## config.mk

```make
export PLATFORM = sky130hd
export DESIGN_NAME = program_loader
export DESIGN_NICKNAME = d
export VERILOG_FILES = /design/src/rtl/program_loader.sv
export SDC_FILE = /design/constraint.sdc
export NUM_CORES = 1
export LEC_CHECK = 0
export BUFFER_PORTS_ARGS = -buffer_cell sky130_fd_sc_hd__buf_2
export CAP_MARGIN = 20
export CORE_MARGIN = 5
export CORE_UTILIZATION = 44
export DETAILED_ROUTE_END_ITERATION = 8
export SLEW_MARGIN = 40
export SYNTH_ARGS = -nofsm -noshare
export SYNTH_HDL_FRONTEND = slang
export SYNTH_SLANG_ARGS = --single-unit
```

## constraint.sdc

```tcl
create_clock -name i_clk -period 4.35 [get_ports i_clk]
set_input_delay 0.2175 -clock i_clk [delete_from_list [all_inputs] [get_ports i_clk]]
set_output_delay 0.2175 -clock i_clk [all_outputs]
set_load 0.02 [all_outputs]
```

## src/rtl/program_loader.sv

```systemverilog
// Byte-stream boot loader: receives a count-prefixed, XOR-checksummed frame,
// writes the words into CPU instruction memory, then boots the CPU.
module program_loader #(
    parameter int unsigned TIMEOUT    = 50000,
    parameter int unsigned RST_CYCLES = 2
) (
    input  logic        i_clk,
    input  logic        i_rst,
    input  logic [7:0]  i_byte,
    input  logic        i_byte_valid,
    output logic [7:0]  o_instr_addr,
    output logic [15:0] o_instr,
    output logic        o_we,
    output logic        o_cpu_rst,
    output logic        o_ON,
    output logic        o_busy,
    output logic        o_done,
    output logic        o_err
);

    localparam int unsigned IDLE_W = $clog2(TIMEOUT + 1);
    localparam int unsigned BOOT_W = $clog2(RST_CYCLES + 1);
    localparam int unsigned REM_W  = 9;

    typedef enum logic [2:0] {
        S_IDLE,
        S_HI,
        S_LO,
        S_CHK,
        S_BOOT,
        S_RUN,
        S_ERR
    } state_t;

    state_t              state_q;
    logic [REM_W-1:0]    rem_q;
    logic [7:0]          addr_q;
    logic [7:0]          hi_q;
    logic [7:0]          csum_q;
    logic [IDLE_W-1:0]   idle_q;
    logic [BOOT_W-1:0]   boot_q;
    logic [7:0]          instr_addr_q;
    logic [15:0]         instr_q;
    logic                we_q;
    logic                cpu_rst_q;
    logic                on_q;
    logic                busy_q;
    logic                done_q;
    logic                err_q;
    logic                in_frame_c;

    assign in_frame_c = (state_q == S_HI) || (state_q == S_LO) || (state_q == S_CHK);

    always_ff @(posedge i_clk) begin
        if (i_rst) begin
            state_q      <= S_IDLE;
            rem_q        <= '0;
            addr_q       <= '0;
            hi_q         <= '0;
            csum_q       <= '0;
            idle_q       <= '0;
            boot_q       <= '0;
            instr_addr_q <= '0;
            instr_q      <= '0;
            we_q         <= 1'b0;
            cpu_rst_q    <= 1'b0;
            on_q         <= 1'b0;
            busy_q       <= 1'b0;
            done_q       <= 1'b0;
            err_q        <= 1'b0;
        end else begin
            we_q   <= 1'b0;
            done_q <= 1'b0;

            // Inter-byte watchdog inside a frame; a valid byte clears it below.
            if (in_frame_c && !i_byte_valid) begin
                if (idle_q == IDLE_W'(TIMEOUT - 1)) begin
                    state_q <= S_ERR;
                    err_q   <= 1'b1;
                    busy_q  <= 1'b0;
                    idle_q  <= '0;
                end else begin
                    idle_q <= idle_q + IDLE_W'(1);
                end
            end

            unique case (state_q)
                S_IDLE, S_RUN, S_ERR: begin
                    if (i_byte_valid) begin
                        rem_q   <= (i_byte == 8'd0) ? REM_W'(256) : REM_W'(i_byte);
                        csum_q  <= i_byte;
                        addr_q  <= '0;
                        idle_q  <= '0;
                        on_q    <= 1'b0;
                        err_q   <= 1'b0;
                        busy_q  <= 1'b1;
                        state_q <= S_HI;
                    end
                end
                S_HI: begin
                    if (i_byte_valid) begin
                        hi_q    <= i_byte;
                        csum_q  <= csum_q ^ i_byte;
                        idle_q  <= '0;
                        state_q <= S_LO;
                    end
                end
                S_LO: begin
                    if (i_byte_valid) begin
                        instr_q      <= {hi_q, i_byte};
                        instr_addr_q <= addr_q;
                        we_q         <= 1'b1;
                        csum_q       <= csum_q ^ i_byte;
                        addr_q       <= addr_q + 8'd1;
                        rem_q        <= rem_q - REM_W'(1);
                        idle_q       <= '0;
                        state_q      <= (rem_q == REM_W'(1)) ? S_CHK : S_HI;
                    end
                end
                S_CHK: begin
                    if (i_byte_valid) begin
                        idle_q <= '0;
                        if (i_byte == csum_q) begin
                            cpu_rst_q <= 1'b1;
                            boot_q    <= '0;
                            state_q   <= S_BOOT;
                        end else begin
                            err_q   <= 1'b1;
                            busy_q  <= 1'b0;
                            state_q <= S_ERR;
                        end
                    end
                end
                S_BOOT: begin
                    // Incoming bytes are dropped while the CPU is held in reset.
                    if (boot_q == BOOT_W'(RST_CYCLES - 1)) begin
                        cpu_rst_q <= 1'b0;
                        on_q      <= 1'b1;
                        done_q    <= 1'b1;
                        busy_q    <= 1'b0;
                        state_q   <= S_RUN;
                    end else begin
                        boot_q <= boot_q + BOOT_W'(1);
                    end
                end
                default: state_q <= S_IDLE;
            endcase
        end
    end

    assign o_instr_addr = instr_addr_q;
    assign o_instr      = instr_q;
    assign o_we         = we_q;
    assign o_cpu_rst    = cpu_rst_q;
    assign o_ON         = on_q;
    assign o_busy       = busy_q;
    assign o_done       = done_q;
    assign o_err        = err_q;

endmodule
```

==> flow_summary.toml, run 1 <==
[run_status]
status = "finished, final reports clean"

[critical_path]
critical-path-slowest-cell = "dfxtp_1"
regToRegEndpoint = "addr_q[7]"
crit_required_ns = 4.62
timing.critical_path.to_type = "flop"
timing.rr.start = "state_q[0]"
cpPeakStageDelay_ns = 0.50
worst_ep_arrival_time_ns = 2.46
worstSetupStartpointType = "flop"
timing.critical_path.fanout_max = 15
critical_path.cell_chain = "inv_2 > nand4_1 > buf_4 > or3_1 > a21oi_1"
worst-setup-path-type = "reg -> reg"
worst_r2r_path_depth = 5
setup.reg_to_reg.worst_slack_ns = 2.17

[grt]
grt_pass1_vias = 3081
grt_start_max_net_pins = 67
grt_antenna_before_repair = 0
gr-total-overflow = 0
total_grt_usage_pct = 16.0
grt_pass1_wl_mm = 14.5

[sta]
layout_min_cycle_time_ns = 2.18
rsz0062_at_grt = "false"
fin_hold_ws_ns = 0.173
maxClockFrequency_mhz = 458
timing.final.crit_share_pct = 50.2
setup_viol = 0
setup_tns_ns = 0
final.setup.worst_slack_ns = 2.17
slew_headroom_pct = 54.2
worst_margin_slew_ns = 0.687
drv_slew = 0
finalHoldViolCount = 0
worst_clock_skew_ns = 0.0139

[placed_design]
worst_setup_slack_after_placement_ns = 2.15
place.port_buffers = 40
detailedPlacementHpwl_mm = 5.59
finalWeightedCongestion = 0.855

[die]
pin_count = 41
core_area_um2 = 8640
floorplan.die.width_um = 104
fp.dieArea_um2 = 10800
floorplan.die.height_um = 104
start_util_pct = 44.8
fp-row-count = 34

[drt]
drt-vias-per-instance = 5.21
wl_per_cell_um = 13.6
drtAntennaViolNets = 0
wl_mm = 8.40
vias = 3208
drt_drc_violations_left = 0
firstDrtPassIters = 4
drt_iter0_markers = 158

[power_and_ir_drop]
power_leakage_nw = 1.62
cellPowerDensity_nw_per_um2 = 371
worst_ir_drop_vdd_uv = 177

[cts]
ctsLongestPathBuffers = 2
htree_levels = 3
cts_hold_buffers = 0
clk_pin_slew_ns = 0.09
post_cts_resized = 0
worstSkewPairLatency_ns = 0.35
clk_root_buf = "clkbuf_8"
cts_sinks = 84
cts_tree = "done"
post-cts-setup-buffers = 0
cts_made_buffers = 9

[min_path]
min_path_cells = 3
worst_hold_path_type = "in -> reg"
min-delay-start = "i_byte[2]"
holdPathEnd = "o_instr[2]"

[layout]
num-nets-final = 519
area.growth.synth_to_final_pct = 12.0
share_of_layout_cells_above_drive_strength_1_pct = 14.4
count_of_antenna_diodes_in_the_layout = 0
fillers = 865
finish.utilization_pct = 50.2

[synthesis]
synth_fp_nets = 491
post_synth_num_cell_types = 55
yosys_most_used_dff = "dfxtp_1"
synth-edff-count = 0
yosys_warnings = 0
syn-mean-instance-area_um2 = 8.15
share_of_the_yosys_chip_area_belonging_to_registers_pct = 43.4
fraction_of_registers_with_async_set_reset_pct = 0
mappedNetlistArea_um2 = 3870
synthesis.instances = 475
postSynthRegisterBits = 84

[job]
max_cap_viol_count = 0
[through the flow]
step                power, mW  area (um^2)  cells
global placement         1.01         4110    600
floorplan               0.968         3870    475
finish                   1.61         4340    616
global route             1.69         4340    616
CTS                      1.63         4340    616
detailed placement       1.01         4110    600
[critical path: cells and delay by family, from the launching register on]
kind                   cells  cell delay, ns
and+or+nand+nor            2            0.85
buffers and inverters      2            0.61
AOI/OAI and AO/OA          1            0.13
DFF                        1            0.50
[flip-flops by register name, indices dropped and copies added (netlist names)]
| register | count |
|---|---|
| o_cpu_rst | 1 |
| o_instr | 16 |
| rem_q | 9 |
| o_busy | 1 |
| state_q | 3 |
| o_done | 1 |
| csum_q | 8 |
| idle_q | 16 |
| addr_q | 8 |
| o_err | 1 |
| o_instr_addr | 8 |
| o_ON | 1 |
| o_we | 1 |
| hi_q | 8 |
| boot_q | 2 |
[cells by family after synthesis]
| logic type | count (synthesis) | share of synthesized area (%) |
|---|---|---|
| and+or+nand+nor | 212 | 25.7 |
| muxes | 9 | 2.33 |
| buffers and inverters | 34 | 3.88 |
| AOI/OAI and AO/OA | 94 | 14.2 |
| adders and majority gates | 5 | 1.62 |
| xor gates and xnor gates | 37 | 8.86 |
| DFF | 84 | 43.4 |
[power by group]
| group | leakage [nW] | total [mW] | internal [mW] | switching (mW) |
|---|---|---|---|---|
| combinational | 0.831 | 0.178 | 0.0665 | 0.111 |
| sequential | 0.681 | 0.815 | 0.791 | 0.0240 |
| clock | 0.110 | 0.619 | 0.341 | 0.277 |
| total | 1.62 | 1.61 | 1.20 | 0.412 |
[cells in the mapped netlist, types with 2 or more instances]
cell type | count | area (um^2)
dfxtp_1 | 84 | 1680
nand2_1 | 82 | 308
nor2_1 | 57 | 214
a21oi_1 | 44 | 220
o21ai_0 | 26 | 130
xnor2_1 | 20 | 175
xor2_1 | 16 | 140
buf_2 | 12 | 60.1
clkbuf_1 | 12 | 45.0
nand3_1 | 12 | 60.1
mux2i_1 | 9 | 90.1
nor3_1 | 9 | 45.0
and3_1 | 8 | 50.1
inv_1 | 7 | 26.3
nand4_1 | 7 | 43.8
ha_1 | 5 | 62.6
nor4_1 | 5 | 31.3
and2_1 | 4 | 25.0
nand2b_1 | 4 | 25.0
or2_2 | 4 | 25.0
or3_1 | 4 | 25.0
a31oi_1 | 3 | 18.8
a211oi_1 | 2 | 15.0
a22oi_1 | 2 | 15.0
buf_4 | 2 | 15.0
nor3b_1 | 2 | 15.0
nor4bb_1 | 2 | 20.0
o21a_1 | 2 | 15.0
o22ai_1 | 2 | 12.5
o31ai_1 | 2 | 15.0
[routing by layer]
metal | global-route usage [%] | up-vias | wire (um)
li1 | - | 1672 | -
met4 | 6.75 | 0 | 124
met3 | 2.86 | 11 | 314
met1 | 20.6 | 1470 | 4040
met2 | 26.1 | 55 | 3920
met5 | 0 | - | 0
[worst max path at each step]
stage / start / endpoint / slack [ns]
after floorplan: rem_q[0] / rem_q[8] / 2.65
after global placement: state_q[1] / state_q[1] / 1.97
after detailed placement: state_q[0] / addr_q[7] / 2.15
after CTS: state_q[0] / addr_q[7] / 2.12
after global routing: state_q[1] / state_q[1] / 1.94
final: state_q[0] / addr_q[7] / 2.17
[final cells by class]
class	count	area, um^2	area share, %
Clock buffer	11	141	3.26
Inverter	8	30.0	0.692
Multi-Input combinational cell	357	2040	47.1
Tap cell	108	135	3.12
Clock inverter	5	85.1	1.96
Timing Repair Buffer	43	223	5.14
Sequential cell	84	1680	38.8
[layout by cell type (no fill, tap or decap), drive strengths merged, types with 7 or more instances in the layout]
cell type and count:
dfxtp 84, inv 8, xor2 16, nand2 82, nand3 12, buf 43, nor3 9, and3 8
mux2i 9, a21oi 45, nand4 7, clkbuf 11, o21ai 28, xnor2 21, nor2 57
(Power assumes the default switching activity.)
==> inputs of run 2 (changes only) <==
==> constraint.sdc (replaced) <==
create_clock -name i_clk -period 2.1 [get_ports i_clk]
set_input_delay 0.105 -clock i_clk [delete_from_list [all_inputs] [get_ports i_clk]]
set_output_delay 0.105 -clock i_clk [all_outputs]
set_load 0.02 [all_outputs]
==> run 2 against run 1 <==
Critical path depth is 2 higher. Register-to-register slack got worse by 1.9 ns. Flip-flop and latch count did not move. Largest power group unchanged. Largest cell class unchanged.
==> flow_summary.toml, run 2 (synthesis gave the netlist of run 1 again) <==
[run_status]
status = "finished, final reports clean"

[die]
start_util_pct = 44.8
core_area_um2 = 8640
floorplan.die.height_um = 104
pin_count = 41
fp-row-count = 34
floorplan.die.width_um = 104
fp.dieArea_um2 = 10800

[cts]
cts_sinks = 84
post-cts-setup-buffers = 0
post_cts_resized = 0
cts_made_buffers = 9
cts_hold_buffers = 0
ctsLongestPathBuffers = 2
clk_pin_slew_ns = 0.09
cts_tree = "done"
worstSkewPairLatency_ns = 0.35
htree_levels = 3
clk_root_buf = "clkbuf_8"

[sta]
maxClockFrequency_mhz = 538
final.setup.worst_slack_ns = 0.240
worst_clock_skew_ns = 0.0105
slew_headroom_pct = 60.7
setup_viol = 0
finalHoldViolCount = 0
drv_slew = 0
layout_min_cycle_time_ns = 1.86
rsz0062_at_grt = "false"
worst_margin_slew_ns = 0.590
setup_tns_ns = 0
timing.final.crit_share_pct = 88.6

[critical_path]
worstSetupStartpointType = "flop"
timing.critical_path.to_type = "flop"
timing.critical_path.mode_cell = "a21oi_1"
cpPeakStageDelay_ns = 0.47
crit_required_ns = 2.33
critical_path.cell_chain = "inv_1 > ha_1 > or3b_2 > nor3_1 > a21oi_1 > o21ai_0 > a21oi_1"
cp_num_buf_inv = 1
crit_family = "simple AND/OR/NAND/NOR gates"
timing.critical_path.fanout_max = 5
worst-setup-path-type = "reg -> reg"
worst_ep_arrival_time_ns = 2.09
critical-path-slowest-cell = "or3b_2"

[min_path]
worst_hold_path_type = "in -> reg"

[placed_design]
finalWeightedCongestion = 0.871
detailedPlacementHpwl_mm = 6.05
placedInstanceArea_um2 = 4210
place.port_buffers = 40
worst_setup_slack_after_placement_ns = 0.270

[grt]
grt_start_max_net_pins = 32
grt_pass1_wl_mm = 14.8
gr-total-overflow = 0
total_grt_usage_pct = 16.2
grt_antenna_before_repair = 0
grt_pass1_vias = 3048

[layout]
num-nets-final = 532
layout_common_cells = "dfxtp_1, nand2_1, nor2_1, a21oi_1, buf_2"
area.growth.synth_to_final_pct = 14.1
fillers = 828
final_common_cell = "dfxtp_1"
layout.cell_area.non_filler_um2 = 4420
share_of_layout_cells_above_drive_strength_1_pct = 16.5
finish.utilization_pct = 51.2
count_of_antenna_diodes_in_the_layout = 0

[power_and_ir_drop]
cellPowerDensity_nw_per_um2 = 745
total_power_mw = 3.29
worst_ir_drop_vdd_uv = 390
power_leakage_nw = 1.68

[drt]
drt_iter0_markers = 157
wl_per_cell_um = 13.7
drt-vias-per-instance = 5.24
drt_drc_violations_left = 0
wl_mm = 8.63
vias = 3299
firstDrtPassIters = 4
drtAntennaViolNets = 0

[job]
max_cap_viol_count = 0
## run 2: final timing paths
kind               start           to  slack [ns]  cells past startpoint
max             rem_q[1]     rem_q[8]        0.24                      7
min            i_byte[2]   o_instr[2]        0.06                      3
max reg2reg     rem_q[1]     rem_q[8]        0.24                      7
min reg2reg  o_instr[13]  o_instr[13]        0.45                      2
## run 2: worst min-delay path, cell delays in order
cell and delay (ns):
buf_2 0.15, nand2_1 0.07, a21oi_1 0.05
## run 2: power breakdown
part | internal [mW] | total (mW) | switching, mW
Clock | 0.617 | 1.21 | 0.596
Combinational | 0.155 | 0.401 | 0.245
Sequential | 1.64 | 1.68 | 0.0417
## run 2: area by class of cell
type	count	area, um^2	area share, %
Inverter	8	30.0	0.680
Timing Repair Buffer	56	320	7.25
Sequential cell	84	1680	38.1
Clock inverter	5	60.1	1.36
Clock buffer	11	151	3.43
Multi-Input combinational cell	357	2040	46.2
Tap cell	108	135	3.06
## run 2: per-stage QoR
stage | instances | hold slack, ns
floorplan | 475 | 0.241
global placement | 613 | 0.421
detailed placement | 613 | 0.436
CTS | 629 | 0.0480
global route | 629 | 0.0508
finish | 629 | 0.0551
## run 2: per-layer routing
layer | part of all wire, % | vias up | wire, um | track usage, %
met5 | 0 | - | 0 | 0
met4 | 1.3 | 0 | 111 | 4.53
met3 | 4.7 | 12 | 404 | 3.54
met2 | 45 | 67 | 3920 | 25.2
met1 | 49 | 1525 | 4200 | 22.7
li1 | - | 1695 | - | -
==> inputs of run 3 (changes only) <==
--- a/config.mk
+++ b/config.mk
@@ -7,8 +7,10 @@
 export LEC_CHECK = 0
 export BUFFER_PORTS_ARGS = -buffer_cell sky130_fd_sc_hd__buf_2
 export CAP_MARGIN = 20
+export CORE_ASPECT_RATIO = 1.25
 export CORE_MARGIN = 5
 export CORE_UTILIZATION = 44
+export CTS_BUF_LIST = sky130_fd_sc_hd__clkbuf_8 sky130_fd_sc_hd__clkbuf_16
 export DETAILED_ROUTE_END_ITERATION = 8
 export SLEW_MARGIN = 40
 export SYNTH_ARGS = -nofsm -noshare
==> run 3 against run 2 <==
Clock power shrank 6%. Die area is 0.10% higher. Combinational power is essentially flat. Via count down 1.0%. First-iteration DRC count shrank 8.3%. Non-clock buffer count decreased by 1. Register-to-register slack worse by 0.02 ns. Hold slack worse by 0.0088 ns. Highest routed layer unchanged.
==> flow_summary.toml, run 3 (synthesis gave the netlist of run 1 again) <==
[critical_path]
worst_r2r_path_depth = 5
worst-setup-path-type = "reg -> reg"
timing.critical_path.to_type = "flop"
regToRegEndpoint = "rem_q[3]"
timing.critical_path.fanout_max = 15
critical_path.startpoint = "state_q[2]"
setup.reg_to_reg.worst_slack_ns = 0.22
crit_path_end = "rem_q[3]"
crit_required_ns = 2.36
worstSetupStartpointType = "flop"
timing.rr.start = "state_q[2]"
worst_ep_arrival_time_ns = 2.15

[die]
pin_count = 41
floorplan.die.width_um = 93.9
start_util_pct = 44.7
fp.dieArea_um2 = 10800
fp-row-count = 38
floorplan.die.height_um = 115
core_area_um2 = 8650

[grt]
grt_start_max_net_pins = 30
met2_usage_pct = 29.1
grt_antenna_before_repair = 0
grt_pass1_wl_mm = 14.6
global_route.usage.met3_pct = 4.19
gr-total-overflow = 0
grt-busiest-layer = "met2"
met1_usage_pct = 20.0
total_grt_usage_pct = 17.1
grt_pass1_vias = 3152

[cts]
cts_hold_buffers = 0
clk_root_buf = "clkbuf_8"
cts_tree = "done"
htree_levels = 3
clk_pin_slew_ns = 0.08
worstSkewPairLatency_ns = 0.36
ctsLongestPathBuffers = 2
cts_made_buffers = 9
post_cts_resized = 0
cts_sinks = 84
post-cts-setup-buffers = 0

[layout]
count_of_antenna_diodes_in_the_layout = 0
area.growth.synth_to_final_pct = 14.3
share_of_layout_cells_above_drive_strength_1_pct = 15.6
num-nets-final = 531
register_area_um2 = 1680
fillers = 866
layout_common_cells = "dfxtp_1, nand2_1, nor2_1, a21oi_1, buf_2"
multi_input_comb_area_um2 = 2040
final_common_cell = "dfxtp_1"

[drt]
drtAntennaViolNets = 0
drt_drc_violations_left = 0
firstDrtPassIters = 4
drt-vias-per-instance = 5.10
wl_per_cell_um = 13.3
drt_iter0_markers = 144
vias = 3266
wl_mm = 8.51

[sta]
layout_min_cycle_time_ns = 1.88
setup_viol = 0
drv_slew = 0
maxClockFrequency_mhz = 531
final.setup.worst_slack_ns = 0.215
finalHoldViolCount = 0
slew_headroom_pct = 64.1
setup_tns_ns = 0
timing.final.crit_share_pct = 89.8
worst_clock_skew_ns = 0.00480
rsz0062_at_grt = "false"
worst_margin_slew_ns = 0.538

[power_and_ir_drop]
total_power_mw = 3.22
worst_ir_drop_vdd_uv = 454
cellPowerDensity_nw_per_um2 = 729
power_leakage_nw = 1.69

[min_path]
worst_hold_path_type = "in -> reg"

[placed_design]
finalWeightedCongestion = 0.824
detailedPlacementHpwl_mm = 6.05
worst_setup_slack_after_placement_ns = 0.250
place.port_buffers = 40

[run_status]
status = "finished, final reports clean"

[job]
max_cap_viol_count = 0
==> run 3: critical path, stage by stage (launching register included) <==
cell	delay, ns
dfxtp_1	0.63
and2b_4	0.29
xnor2_4	0.17
and2_1	0.32
o21ai_1	0.11
a221oi_1	0.29
==> run 3: stage by stage <==
step	hold slack (ns)	cell area, um^2	cells	utilization (%)
2_1_floorplan	0.241	3870	475	-
3_3_place_gp	0.417	4230	624	48.8
3_5_place_dp	0.425	4230	624	48.8
4_1_cts	0.0287	4420	640	51.1
5_1_grt	0.0411	4420	640	51.1
6_report	0.0464	4420	640	51.1
==> run 3: worst min-delay path by stage <==
stage / start / endpoint / slack (ns) / cells past startpoint
6_report: i_byte[1] / o_instr[1] / 0.05 / 3
5_1_grt: i_byte[3] / o_instr[3] / 0.04 / 3
4_1_cts: i_byte[3] / o_instr[3] / 0.03 / 3
3_5_place_dp: i_byte[3] / o_instr[3] / 0.42 / 3
3_3_place_gp: i_byte[1] / o_instr[1] / 0.42 / 3
2_1_floorplan: i_byte[0] / o_instr[0] / 0.24 / 2
==> run 3: per-layer routing <==
metal  wire length (um)  vias to the layer above
li1                   -                     1697
met3                335                       13
met2               4200                       62
met1               3800                     1494
met4                178                        0
met5                  0                        -
==> run 3: final cells by class <==
class                      count  share of cell area, %
multi-input combinational    357                   46.1
sequential                    84                   38.0
timing repair buffer          55                   7.36
clock buffer                  11                   3.42
tap                          120                   3.39
clock inverter                 5                   1.02
inverter                       8                  0.679
==> run 3: where the power goes <==
part	internal (mW)	leakage, nW	total [mW]	switching (mW)
clock	0.598	0.115	1.14	0.543
combinational	0.157	0.893	0.400	0.242
sequential	1.64	0.681	1.68	0.0438
total	2.39	1.69	3.22	0.829
